### src/rtl/hazard_controller_pkg.sv
// Shared definitions for the pipeline hazard controller: field widths,
// result-source and forwarding-select encodings, and the memory FSM states.
package hazard_controller_pkg;

  localparam int unsigned REG_ADDR_W = 5;
  localparam int unsigned RES_SRC_W  = 2;
  localparam int unsigned FWD_SEL_W  = 2;
  localparam int unsigned PERF_CNT_W = 32;

  // Result source of the instruction in execute
  localparam logic [RES_SRC_W-1:0] RESULT_ALU = 2'b00;
  localparam logic [RES_SRC_W-1:0] RESULT_MEM = 2'b01;
  localparam logic [RES_SRC_W-1:0] RESULT_PC4 = 2'b10;

  // Operand forwarding selects
  localparam logic [FWD_SEL_W-1:0] FWD_NONE = 2'b00;
  localparam logic [FWD_SEL_W-1:0] FWD_W    = 2'b01;
  localparam logic [FWD_SEL_W-1:0] FWD_M    = 2'b10;

  // Data-memory handshake tracking
  typedef enum logic {
    IDLE     = 1'b0,
    MEM_WAIT = 1'b1
  } hazard_state_e;

endpackage

### src/rtl/hazard_mem_fsm.sv
// Tracks an outstanding data-memory access and flags the memory stall.
// Ports:
//   CLK, RST            clock, synchronous active-high reset
//   Mem_Req_M           data-memory access in the memory stage
//   Mem_Ack_M           data memory completes this cycle
//   mem_stall           memory stall condition, combinational (0 during RST)
module hazard_mem_fsm
  import hazard_controller_pkg::*;
(
  input  logic CLK,
  input  logic RST,
  input  logic Mem_Req_M,
  input  logic Mem_Ack_M,
  output logic mem_stall
);

  hazard_state_e state;

  // Enter MEM_WAIT on an unacknowledged request, leave on the ack
  always_ff @(posedge CLK) begin
    if (RST) begin
      state <= IDLE;
    end else begin
      case (state)
        IDLE:     if (Mem_Req_M && !Mem_Ack_M) state <= MEM_WAIT;
        MEM_WAIT: if (Mem_Ack_M)               state <= IDLE;
      endcase
    end
  end

  // Same-cycle stall; an ack in IDLE with or without a request never stalls
  assign mem_stall = !RST &&
                     (((state == IDLE) && Mem_Req_M && !Mem_Ack_M) ||
                      ((state == MEM_WAIT) && !Mem_Ack_M));

endmodule

### src/rtl/hazard_controller.sv
// Pipeline hazard controller: memory-wait stalls, branch flushes, load-use
// stalls and operand forwarding for a 5-stage pipeline.
// Priority: memory stall > branch flush > load-use stall.
// Optional: define HAZARD_PERF_CNT_EN to add the Stall_Cycles counter port.
// Ports:
//   CLK, RST                       clock, synchronous active-high reset
//   RS1_D, RS2_D                   decode source registers
//   RS1_E, RS2_E                   execute source registers
//   RD_E, RD_M, RD_W               destination registers per stage
//   Result_Src_Sel_E               result source in execute
//   REG_W_En_M, REG_W_En_W         register write enables
//   PC_Src_Sel_E                   branch/jump taken in execute
//   Mem_Req_M, Mem_Ack_M           data-memory handshake
//   Stall_F/D/E/M                  hold PC, IF/ID, ID/EX, EX/MEM
//   Flush_D/E                      clear IF/ID, ID/EX
//   Bubble_W                       kill the write-back enable at MEM/WB
//   Forward_A_E, Forward_B_E       operand forwarding selects
//   Stall_Cycles                   stall-cycle count (HAZARD_PERF_CNT_EN)
module hazard_controller
  import hazard_controller_pkg::*;
(
  input  logic                  CLK,
  input  logic                  RST,
  input  logic [REG_ADDR_W-1:0] RS1_D,
  input  logic [REG_ADDR_W-1:0] RS2_D,
  input  logic [REG_ADDR_W-1:0] RS1_E,
  input  logic [REG_ADDR_W-1:0] RS2_E,
  input  logic [REG_ADDR_W-1:0] RD_E,
  input  logic [REG_ADDR_W-1:0] RD_M,
  input  logic [REG_ADDR_W-1:0] RD_W,
  input  logic [RES_SRC_W-1:0]  Result_Src_Sel_E,
  input  logic                  REG_W_En_M,
  input  logic                  REG_W_En_W,
  input  logic                  PC_Src_Sel_E,
  input  logic                  Mem_Req_M,
  input  logic                  Mem_Ack_M,
  output logic                  Stall_F,
  output logic                  Stall_D,
  output logic                  Stall_E,
  output logic                  Stall_M,
  output logic                  Flush_D,
  output logic                  Flush_E,
  output logic                  Bubble_W,
  output logic [FWD_SEL_W-1:0]  Forward_A_E,
  output logic [FWD_SEL_W-1:0]  Forward_B_E
`ifdef HAZARD_PERF_CNT_EN
  ,
  output logic [PERF_CNT_W-1:0] Stall_Cycles
`endif
);

  logic mem_stall;
  logic load_use;

  hazard_mem_fsm u_mem_fsm (
    .CLK       (CLK),
    .RST       (RST),
    .Mem_Req_M (Mem_Req_M),
    .Mem_Ack_M (Mem_Ack_M),
    .mem_stall (mem_stall)
  );

  // Load in execute feeding a decode source; x0 never creates a hazard
  assign load_use = (Result_Src_Sel_E == RESULT_MEM) &&
                    (RD_E != '0) &&
                    ((RD_E == RS1_D) || (RD_E == RS2_D));

  // Stall/flush priority; reset parks the pipe in a flushed, bubbled state
  always_comb begin
    Stall_F  = 1'b0;
    Stall_D  = 1'b0;
    Stall_E  = 1'b0;
    Stall_M  = 1'b0;
    Flush_D  = 1'b0;
    Flush_E  = 1'b0;
    Bubble_W = 1'b0;
    if (RST) begin
      Flush_D  = 1'b1;
      Flush_E  = 1'b1;
      Bubble_W = 1'b1;
    end else if (mem_stall) begin
      Stall_F  = 1'b1;
      Stall_D  = 1'b1;
      Stall_E  = 1'b1;
      Stall_M  = 1'b1;
      Bubble_W = 1'b1;
    end else if (PC_Src_Sel_E) begin
      Flush_D = 1'b1;
      Flush_E = 1'b1;
    end else if (load_use) begin
      Stall_F = 1'b1;
      Stall_D = 1'b1;
      Flush_E = 1'b1;
    end
  end

  // Forwarding: the younger MEM-stage result wins over WB
  always_comb begin
    Forward_A_E = FWD_NONE;
    Forward_B_E = FWD_NONE;
    if (!RST) begin
      if (REG_W_En_M && (RD_M != '0) && (RD_M == RS1_E))      Forward_A_E = FWD_M;
      else if (REG_W_En_W && (RD_W != '0) && (RD_W == RS1_E)) Forward_A_E = FWD_W;
      if (REG_W_En_M && (RD_M != '0) && (RD_M == RS2_E))      Forward_B_E = FWD_M;
      else if (REG_W_En_W && (RD_W != '0) && (RD_W == RS2_E)) Forward_B_E = FWD_W;
    end
  end

`ifdef HAZARD_PERF_CNT_EN
  logic [PERF_CNT_W-1:0] stall_cnt_q;

  // Counts every cycle the front end is held; wraps naturally
  always_ff @(posedge CLK) begin
    if (RST) begin
      stall_cnt_q <= '0;
    end else if (Stall_F) begin
      stall_cnt_q <= stall_cnt_q + PERF_CNT_W'(1);
    end
  end

  assign Stall_Cycles = RST ? '0 : stall_cnt_q;
`endif

endmodule

### config.mk
export PLATFORM = sky130hd
export DESIGN_NAME = hazard_controller
export DESIGN_NICKNAME = d
export VERILOG_FILES = /design/src/rtl/hazard_controller_pkg.sv /design/src/rtl/hazard_mem_fsm.sv /design/src/rtl/hazard_controller.sv
export SDC_FILE = /design/constraint.sdc
export NUM_CORES = 1
export LEC_CHECK = 0
export BUFFER_PORTS_ARGS = -buffer_cell sky130_fd_sc_hd__buf_4
export CAP_MARGIN = 20
export CELL_PAD_IN_SITES_DETAIL_PLACEMENT = 1
export CELL_PAD_IN_SITES_GLOBAL_PLACEMENT = 1
export CORE_ASPECT_RATIO = 0.5
export CORE_MARGIN = 3
export CORE_UTILIZATION = 19
export DETAILED_ROUTE_END_ITERATION = 12
export GPL_TIMING_DRIVEN = 0
export MAX_ROUTING_LAYER = met4
export PLACE_DENSITY_LB_ADDON = 0.1
export SLEW_MARGIN = 5
export SYNTH_ARGS = -nofsm -noshare
export SYNTH_HDL_FRONTEND = slang
export SYNTH_SLANG_ARGS = --single-unit
### constraint.sdc
create_clock -name CLK -period 1 [get_ports CLK]
set_input_delay 0.05 -clock CLK [delete_from_list [all_inputs] [get_ports CLK]]
set_output_delay 0.05 -clock CLK [all_outputs]
set_load 0.01 [all_outputs]
==> results of run 1 <==
## stage by stage
| step | worst slack, ns | power, mW | util, % |
|---|---|---|---|
| final | -0.358 | 0.506 | 48.9 |
| after global routing | -0.416 | 0.547 | 48.9 |
| after CTS | -0.373 | 0.482 | 46.0 |
| after detailed placement | -0.414 | 0.442 | 42.2 |
| after global placement | -0.392 | 0.438 | 42.2 |
| after floorplan | -0.100 | 0.216 | - |
## final timing paths
| check | start | to | slack (ns) | cells past startpoint |
|---|---|---|---|---|
| min | RST | u_mem_fsm.state$_SDFF_PP0_ | 0.32 | 2 |
| max reg2reg | u_mem_fsm.state$_SDFF_PP0_ | u_mem_fsm.state$_SDFF_PP0_ | 0.32 | 2 |
| max | RD_W[3] | Forward_A_E[0] | -0.36 | 5 |
| min reg2reg | u_mem_fsm.state$_SDFF_PP0_ | u_mem_fsm.state$_SDFF_PP0_ | 0.53 | 2 |
## power by group through the flow
stage	registers (mW)	clock network, mW	logic [mW]
after floorplan	0.0434	0	0.173
after global placement	0.0435	0	0.394
after detailed placement	0.0434	0	0.399
after CTS	0.0434	0	0.439
after global routing	0.0438	0	0.503
final	0.0435	0	0.463
## cell usage in the layout (no fill, tap or decap)
cell type	synthesis	routed
buf_4	2	49
xor2_1	20	20
xnor2_1	10	10
buf_6	0	8
or4_4	0	4
nor3_2	0	4
nor4_4	0	3
nor2_1	4	3
o21ai_4	0	2
nand2_1	2	2
nand3_1	2	2
buf_8	0	2
or4_1	5	1
nor2b_4	0	1
o21ai_2	1	1
nor4_2	2	1
o21bai_2	0	1
nand2b_1	1	1
nor2_2	0	1
a22oi_2	0	1
nor2b_1	2	1
a21oi_2	0	1
o31ai_2	0	1
inv_2	0	1
inv_1	2	1
o31ai_4	0	1
dfxtp_1	1	1
## Yosys cell counts, types with 2 or more instances
cell,count
nor4_1,2
buf_4,2
nand2_1,2
nor4_2,2
nor2_1,4
o31ai_1,2
nor2b_1,2
xnor2_1,10
xor2_1,20
inv_1,2
or4_1,5
o21ai_0,2
nor3_1,4
nand3_1,2
## worst reg2reg max path: stages, from the launching register on
cell	delay, ns
dfxtp_1	0.28
o21bai_2	0.21
nor2_1	0.06
## cells by family after synthesis
| kind of cell | count (synthesis) | share of synthesized area, % |
|---|---|---|
| XOR/XNOR | 30 | 52.0 |
| AND/OR/NAND/NOR | 24 | 29.0 |
| flip-flops | 1 | 3.96 |
| AO/OA/AOI/OAI | 8 | 10.6 |
| buffers and inverters | 4 | 4.46 |
## metal layers
layer,track usage [%],vias up,part of all wire (%)
met2,22.3,25,56
met3,0.644,0,6.0
met1,13.3,323,38
met4,0,0,0
li1,-,349,-
met5,-,-,0
## layout make-up
type	instances	area [µm²]
buffer	2	15.0
multi-input combinational	62	601
timing repair buffer	57	473
tap	35	43.8
inverter	2	7.51
fill	285	1210
sequential	1	20.0
## what timing repair did
item / in CTS / in global routing
resized for setup: 19 / 12
buffers inserted: 1 / 2
pin swaps: 5 / 14
endpoints found under the setup margin: 7 / 8
==> impl_metrics.tcl, run 1 <==
set metrics [dict create \
    p_sw_mw 0.203 \
    p_seq_share_pct 8.6 \
    clk_latency_ns 0 \
    p_int_mw 0.303 \
    grt_pass1_vias 717 \
    max-vdd-ir-drop_mv 0.197 \
    finalHoldViolations 0 \
    place_inst 156 \
    grt_antenna_before_repair 0 \
    ys_ff_latch 1 \
    clkPwrFrac_pct 0 \
    place_congestion 0.698 \
    drive_gt1_share_pct 66.1 \
    powerDensity_mw_per_mm2 436 \
    crit_path_max_incr_delay_ns 0.54 \
    setup_viol_count_final 7 \
    track_usage_pct 11.2 \
    coreArea_mm2 0.00237 \
    critPathBufInv 2 \
    async_flop_share_pct 0 \
    worstPathRequired_ns 0.95 \
    synth.distinct_cells 20 \
    reg_top3 "u_mem_fsm.state (1)" \
    synthesis.nets 111 \
    worstPathMaxFanout 3 \
    dieArea_mm2 0.00335 \
    synth.area.top_cells "xor2_1 (35%), xnor2_1 (17%), or4_1 (7.4%)" \
    post-route-drc-count 0 \
    max_freq_mhz 736 \
    drtPass1Iterations 2 \
    worstPathCellList "buf_4 > xor2_1 > or4_4 > nor4_4 > buf_4" \
    yosysWarnings 0 \
    start_util_pct 21.3 \
    ys.flop_type "dfxtp_1" \
    port_buffers 54 \
    crit_top_cell "buf_4" \
    finClkSkew_ns 0 \
    diodes 0 \
    synth_area_um2 505 \
    synth_top_area_share_pct 34.7 \
    place_area_mm2 0.00100 \
    synth_edf_count 0 \
    fin_cells 159 \
    largest_register_ffs 1 \
    avgViaCountPerCell 4.38 \
    critPathArrivalTime_ns 1.31 \
    violations "setup timing" \
    fp-row-count 12 \
    outcome "finished with violations" \
    cts.clk_slew.worst_paths_ns 0 \
    wirelength_um 1940 \
    yosys.area.top_type "xor2_1" \
    wl_per_cell_um 12.2 \
    die_width_um 78.9 \
    min_path_type "in2reg" \
    rsz0062_at_grt "yes" \
    grt_max_degree 8 \
    crit_family "simple AND/OR/NAND/NOR gates" \
    final_area_mm2 0.00116 \
    nets 170 \
    worst_pin_slew_ns 0.252 \
    die_h_um 42.5 \
    cts_hold_buf 0 \
    max-slew-margin-rel_pct 83.2 \
    antenna_left 0 \
    area_delta_synth_final_pct 129 \
    min_period_ns 1.36 \
    power.share.switching_pct 40.2 \
    netlist_instances 67 \
    vias 697 \
    slew_viol_final 0 \
    regMostFlops "u_mem_fsm.state" \
    avgSynthCellArea_um2 7.54 \
    grt_pass1_wl_um 3110 \
    maxCapViolCount 0 \
    setup_tns_ns -1.69 \
    grt-ovfl-total 0 \
    io-pin-count 55 \
    end_kind "primary output" \
    start_kind "input pin" \
    leakage_nw 0.491 \
    crit_type "in2out" \
    finalCritPeriodShare_pct 136 \
    fin_ws_ns -0.358 \
    crit_slowest_cell "or4_4" \
    hold-worst-slack_ns 0.322 \
    yosysSeqAreaShare_pct 3.96 \
    drt_iter0_markers 2 \
    combPwrFrac_pct 91.4 \
]
Note: power is estimated with default switching activity, not from simulation.
==> run 2, diff against run 1 <==
--- a/config.mk
+++ b/config.mk
@@ -5,8 +5,8 @@
 export SDC_FILE = /design/constraint.sdc
 export NUM_CORES = 1
 export LEC_CHECK = 0
+export ABC_AREA = 1
 export BUFFER_PORTS_ARGS = -buffer_cell sky130_fd_sc_hd__buf_4
-export CAP_MARGIN = 20
 export CELL_PAD_IN_SITES_DETAIL_PLACEMENT = 1
 export CELL_PAD_IN_SITES_GLOBAL_PLACEMENT = 1
 export CORE_ASPECT_RATIO = 0.5
==> impl_metrics.tcl, run 2 <==
set metrics [dict create \
    cts_hold_buf 0 \
    fin_cells 210 \
    yosysWarnings 0 \
    worstPathMaxFanout 2 \
    min_path_type "in2reg" \
    final_area_mm2 0.00113 \
    synth_edf_count 0 \
    worstPathCellList "nor2_1 > nor2_1 > inv_1 > a21oi_2 > nand2_1 > buf_6" \
    wirelength_um 2200 \
    min_path_cells 4 \
    start_kind "register" \
    place_area_mm2 0.00107 \
    post_cts_buffers 0 \
    fillers 384 \
    min_from "Mem_Ack_M" \
    reg_top3 "u_mem_fsm.state (1)" \
    slew_viol_final 0 \
    die_width_um 86.5 \
    diodes 0 \
    drtPass1Iterations 3 \
    max_freq_mhz 1060 \
    synth.area.top_cells "xnor2_1 (27%), nand2_1 (20%), nor2_1 (14%)" \
    ys.flop_type "dfxtp_1" \
    ys_ff_latch 1 \
    worstPathRequired_ns 0.95 \
    outcome "finished, final reports clean" \
    setup_tns_ns 0 \
    final_cell_mix "buf_4 (52), nand2_1 (29), nor2_1 (22), inv_1 (21), xnor2_1 (17)" \
    end_kind "primary output" \
    grt-ovfl-total 0 \
    synth_top_family_by_area "simple AND/OR/NAND/NOR gates" \
    yosys.area_share.simple_pct 47.8 \
    fin_util_pct 40.0 \
    synth-compound-area-share_pct 3.25 \
    grt_max_degree 8 \
    port_buffers 54 \
    drt_iter0_markers 5 \
    crit_type "reg2out" \
    nets 219 \
    grt_pass1_vias 783 \
    vias 870 \
    synth-xor-area-share_pct 29.9 \
    r2r_end "u_mem_fsm.state$_SDFF_PP0_" \
    worst_pin_slew_ns 0.218 \
    setup_viol_count_final 0 \
    antenna_left 0 \
    area_delta_synth_final_pct 83.7 \
    dieArea_mm2 0.00400 \
    synthAdderAreaFrac_pct 0 \
    crit_slowest_cell "dfxtp_1" \
    crit_family "flip-flops" \
    seq_area_um2 20.0 \
    synth_most_common_cell "nand2_1" \
    finalCritPeriodShare_pct 94.2 \
    finalHoldViolations 0 \
    clk_latency_ns 0 \
    min_to "u_mem_fsm.state$_SDFF_PP0_" \
    netlist_instances 120 \
    finClkSkew_ns 0 \
    yosysSeqAreaShare_pct 3.25 \
    wl_per_cell_um 10.5 \
    min_period_ns 0.942 \
    synthMuxAreaShare_pct 0 \
    place_congestion 0.696 \
    avgViaCountPerCell 4.14 \
    io-pin-count 55 \
    start_util_pct 21.8 \
    critPathArrivalTime_ns 0.89 \
    fp-row-count 13 \
    coreArea_mm2 0.00283 \
    reg2regPathDepth 4 \
    synth_top_area_share_pct 27.0 \
    yosys.area.top_type "xnor2_1" \
    final_common_cell "buf_4" \
    leakage_nw 0.624 \
    max-slew-margin-rel_pct 85.3 \
    multi_input_area_um2 558 \
    max-vdd-ir-drop_mv 0.162 \
    drive_gt1_share_pct 41.0 \
    synth.distinct_cells 16 \
    crit_top_cell "nor2_1" \
    r2r_setup_slack_ns 0.29 \
    regMostFlops "u_mem_fsm.state" \
    synth_area_um2 616 \
    maxCapViolCount 0 \
    largest_register_ffs 1 \
    powerDensity_mw_per_mm2 432 \
    r2r_start "u_mem_fsm.state$_SDFF_PP0_" \
    dp_hpwl_um 2020 \
    grt_antenna_before_repair 0 \
    async_flop_share_pct 0 \
    post-route-drc-count 0 \
    cts.clk_slew.worst_paths_ns 0 \
    crit_path_max_incr_delay_ns 0.29 \
    hold-worst-slack_ns 0.386 \
    avgSynthCellArea_um2 5.13 \
    synthesis.nets 164 \
    rsz0062_at_grt "yes" \
    track_usage_pct 10.2 \
    grt_pass1_wl_um 3300 \
    place_inst 211 \
    die_h_um 46.3 \
    synth_common_cells "nand2_1 (32), nor2_1 (23), inv_1 (22)" \
    critPathBufInv 2 \
]
## run 2: cell count changes after synthesis, moves of 3 or more
cell     delta
inv_1      +20
nand2_1    +30
nand3_1     +6
nor2_1     +19
nor3_1      -3
or4_1       -5
xnor2_1     +9
xor2_1     -18
## run 2: worst max-delay path by stage
stage / from / end / cells after the start
after CTS: u_mem_fsm.state$_SDFF_PP0_ / Flush_E / 6
final: u_mem_fsm.state$_SDFF_PP0_ / Flush_E / 6
after global routing: u_mem_fsm.state$_SDFF_PP0_ / Flush_E / 6
after global placement: RD_E[2] / Stall_F / 11
after floorplan: u_mem_fsm.state$_SDFF_PP0_ / Stall_F / 5
after detailed placement: RD_E[2] / Stall_F / 11
## run 2: stage by stage
stage / setup slack, ns / power, mW
2_1_floorplan: 0.166 / 0.229
3_3_place_gp: -0.0000664 / 0.459
3_5_place_dp: -0.0138 / 0.464
4_1_cts: 0.0384 / 0.464
5_1_grt: -0.0113 / 0.536
6_report: 0.0576 / 0.489
## run 2: cell families (layout without fill, tap and decap cells)
| kind of cell | count (synthesis) | after routing |
|---|---|---|
| AND/OR/NAND/NOR | 70 | 70 |
| buffers and inverters | 24 | 77 |
| flip-flops | 1 | 1 |
| XOR/XNOR | 21 | 21 |
| AO/OA/AOI/OAI | 4 | 4 |
## run 2: cell type report
class,instances,share of cell area (%)
well taps,37,4.09
repair buffers,54,36.8
inverters,22,7.30
multi-input cells,95,49.3
flip-flops and latches,1,1.77
plain buffers,1,0.664
## run 2: routing by layer
metal,part of all wire [%],up-vias,track usage (%),wire length [µm]
li1,-,464,-,-
met2,51,24,19.9,1120
met4,0,0,0,0
met1,44,382,12.7,959
met3,5.4,0,0.179,120
met5,0,-,-,0
## run 2: power breakdown
| group | total [mW] | switching [mW] | internal [mW] | leakage (nW) |
|---|---|---|---|---|
| sequential | 0.0431 | 0.000455 | 0.0427 | 0.00823 |
| clock | 0 | 0 | 0 | 0 |
| combinational | 0.446 | 0.204 | 0.242 | 0.616 |
| total | 0.489 | 0.204 | 0.285 | 0.624 |
## run 2: tightest hold or removal path, delay by kind of cell
| kind | cells | cell delay [ns] |
|---|---|---|
| buffers and inverters | 2 | 0.13 |
| AND/OR/NAND/NOR | 2 | 0.15 |
## run 2: what timing repair did
item                       CTS  global route
gates resized for setup      1            18
pin swaps                    3             4
hold endpoints to repair     0             0
setup endpoints to repair    1             8
gates cloned                 0             0
==> run 3, diff against run 2 <==
--- a/config.mk
+++ b/config.mk
@@ -9,7 +9,7 @@
 export BUFFER_PORTS_ARGS = -buffer_cell sky130_fd_sc_hd__buf_4
 export CELL_PAD_IN_SITES_DETAIL_PLACEMENT = 1
 export CELL_PAD_IN_SITES_GLOBAL_PLACEMENT = 1
-export CORE_ASPECT_RATIO = 0.5
+export CORE_ASPECT_RATIO = 0.9
 export CORE_MARGIN = 3
 export CORE_UTILIZATION = 19
 export DETAILED_ROUTE_END_ITERATION = 12
==> constraint.sdc (replaced) <==
create_clock -name CLK -period 0.85 [get_ports CLK]
set_input_delay 0.0425 -clock CLK [delete_from_list [all_inputs] [get_ports CLK]]
set_output_delay 0.0425 -clock CLK [all_outputs]
set_load 0.01 [all_outputs]
==> impl_metrics.tcl, run 3 (synthesis gave the netlist of run 2 again) <==
set metrics [dict create \
    coreArea_mm2 0.00291 \
    pre_cts_ws_ns -0.183 \
    end_kind "primary output" \
    crit_path_max_incr_delay_ns 0.13 \
    die_width_um 66 \
    final_cell_mix "buf_4 (27), nand2_1 (25), buf_6 (20), inv_1 (19), nor2_1 (15)" \
    avgViaCountPerCell 4.19 \
    outcome "finished with violations" \
    worst_pin_slew_ns 0.239 \
    max-slew-margin-rel_pct 83.9 \
    min_period_ns 0.961 \
    max_freq_mhz 1040 \
    final_common_cell "buf_4" \
    maxCapViolCount 0 \
    cts_hold_buf 0 \
    max-vdd-ir-drop_mv 0.234 \
    grt_antenna_before_repair 0 \
    diodes 0 \
    fin_cells 214 \
    crit_type "in2out" \
    place_area_mm2 0.00107 \
    wirelength_um 2620 \
    vias 896 \
    largest_register_ffs 1 \
    start_util_pct 21.2 \
    dp_hpwl_um 2060 \
    die_h_um 60 \
    wl_per_cell_um 12.3 \
    fillers 354 \
    worstPathMaxFanout 3 \
    track_usage_pct 12.8 \
    finalHoldViolations 0 \
    grt_pass1_wl_um 3920 \
    regMostFlops "u_mem_fsm.state" \
    start_kind "input pin" \
    drtPass1Iterations 3 \
    reg_top3 "u_mem_fsm.state (1)" \
    fp-row-count 18 \
    dieArea_mm2 0.00396 \
    setup_viol_count_final 7 \
    grt-ovfl-total 0 \
    io-pin-count 55 \
    grt_max_degree 8 \
    min_path_type "in2out" \
    hold-worst-slack_ns 0.390 \
    leakage_nw 0.763 \
    worstPathRequired_ns 0.81 \
    nets 220 \
    violations "setup timing" \
    place_congestion 0.759 \
    final_area_mm2 0.00147 \
    slew_viol_final 0 \
    crit_slowest_cell "nor2_2" \
    fin_ws_ns -0.111 \
    critPathArrivalTime_ns 0.92 \
    finClkSkew_ns 0 \
    post-route-drc-count 0 \
    area_delta_synth_final_pct 138 \
    antenna_left 0 \
    drive_gt1_share_pct 58.6 \
    drt_iter0_markers 6 \
    port_buffers 54 \
    finalCritPeriodShare_pct 113 \
    place_inst 214 \
    grt_pass1_vias 914 \
    clk_latency_ns 0 \
    powerDensity_mw_per_mm2 524 \
    rsz0062_at_grt "yes" \
    worstPathCellList "buf_6 > inv_2 > nand2_2 > nand2_1 > nor2_2 > nand3_1 > nand2_1 > nand3_2 > nand2_2 > buf_4 > buf_6" \
]
[run 3: report_power, final]
part	internal, mW	switching [mW]	total (mW)
Clock	0	0	0
Sequential	0.0506	0.000924	0.0516
Combinational	0.412	0.306	0.717
Total	0.462	0.307	0.769
[run 3: final cells by class]
cell class                 instances  area [µm²]  share of cell area [%]
multi-input combinational         95         742                    50.6
timing repair buffer              55         561                    38.2
inverter                          22        85.1                    5.80
tap                               40        50.0                    3.41
sequential                         1        21.3                    1.45
buffer                             1        7.51                   0.512
[run 3: stage by stage]
| stage | utilization, % | setup TNS [ns] | total power [mW] |
|---|---|---|---|
| 2_1_floorplan | - | 0 | 0.269 |
| 3_3_place_gp | 36.9 | -0.599 | 0.533 |
| 3_5_place_dp | 36.9 | -0.874 | 0.543 |
| 4_1_cts | 44.5 | -0.421 | 0.663 |
| 5_1_grt | 50.5 | -0.818 | 0.827 |
| 6_report | 50.5 | -0.316 | 0.769 |
[run 3: timing repair]
item | 4_1_cts | 5_1_grt
setup buffers | 1 | 0
resized for setup | 50 | 41
pin swaps | 33 | 19
cloned | 0 | 0
setup endpoints to repair | 9 | 11
[run 3: critical path, delay by kind of cell]
| kind | cells | cell delay, ns |
|---|---|---|
| buffers and inverters | 4 | 0.32 |
| and+or+nand+nor | 7 | 0.57 |
[run 3: routing by layer]
layer	track usage (%)	vias to the layer above	wire (µm)
li1	-	469	-
met1	14.1	396	996
met2	27.3	31	1480
met3	0	0	143
met4	0	0	0
met5	-	-	0
[run 3: path summary, 6_finish.rpt]
check / from / endpoint / slack, ns / cells after the start
setup / recovery: RD_E[4] / Stall_F / -0.11 / 11
hold / removal: PC_Src_Sel_E / Flush_D / 0.39 / 4
setup reg to reg: u_mem_fsm.state$_SDFF_PP0_ / u_mem_fsm.state$_SDFF_PP0_ / 0.08 / 5
hold reg to reg: u_mem_fsm.state$_SDFF_PP0_ / u_mem_fsm.state$_SDFF_PP0_ / 0.69 / 5
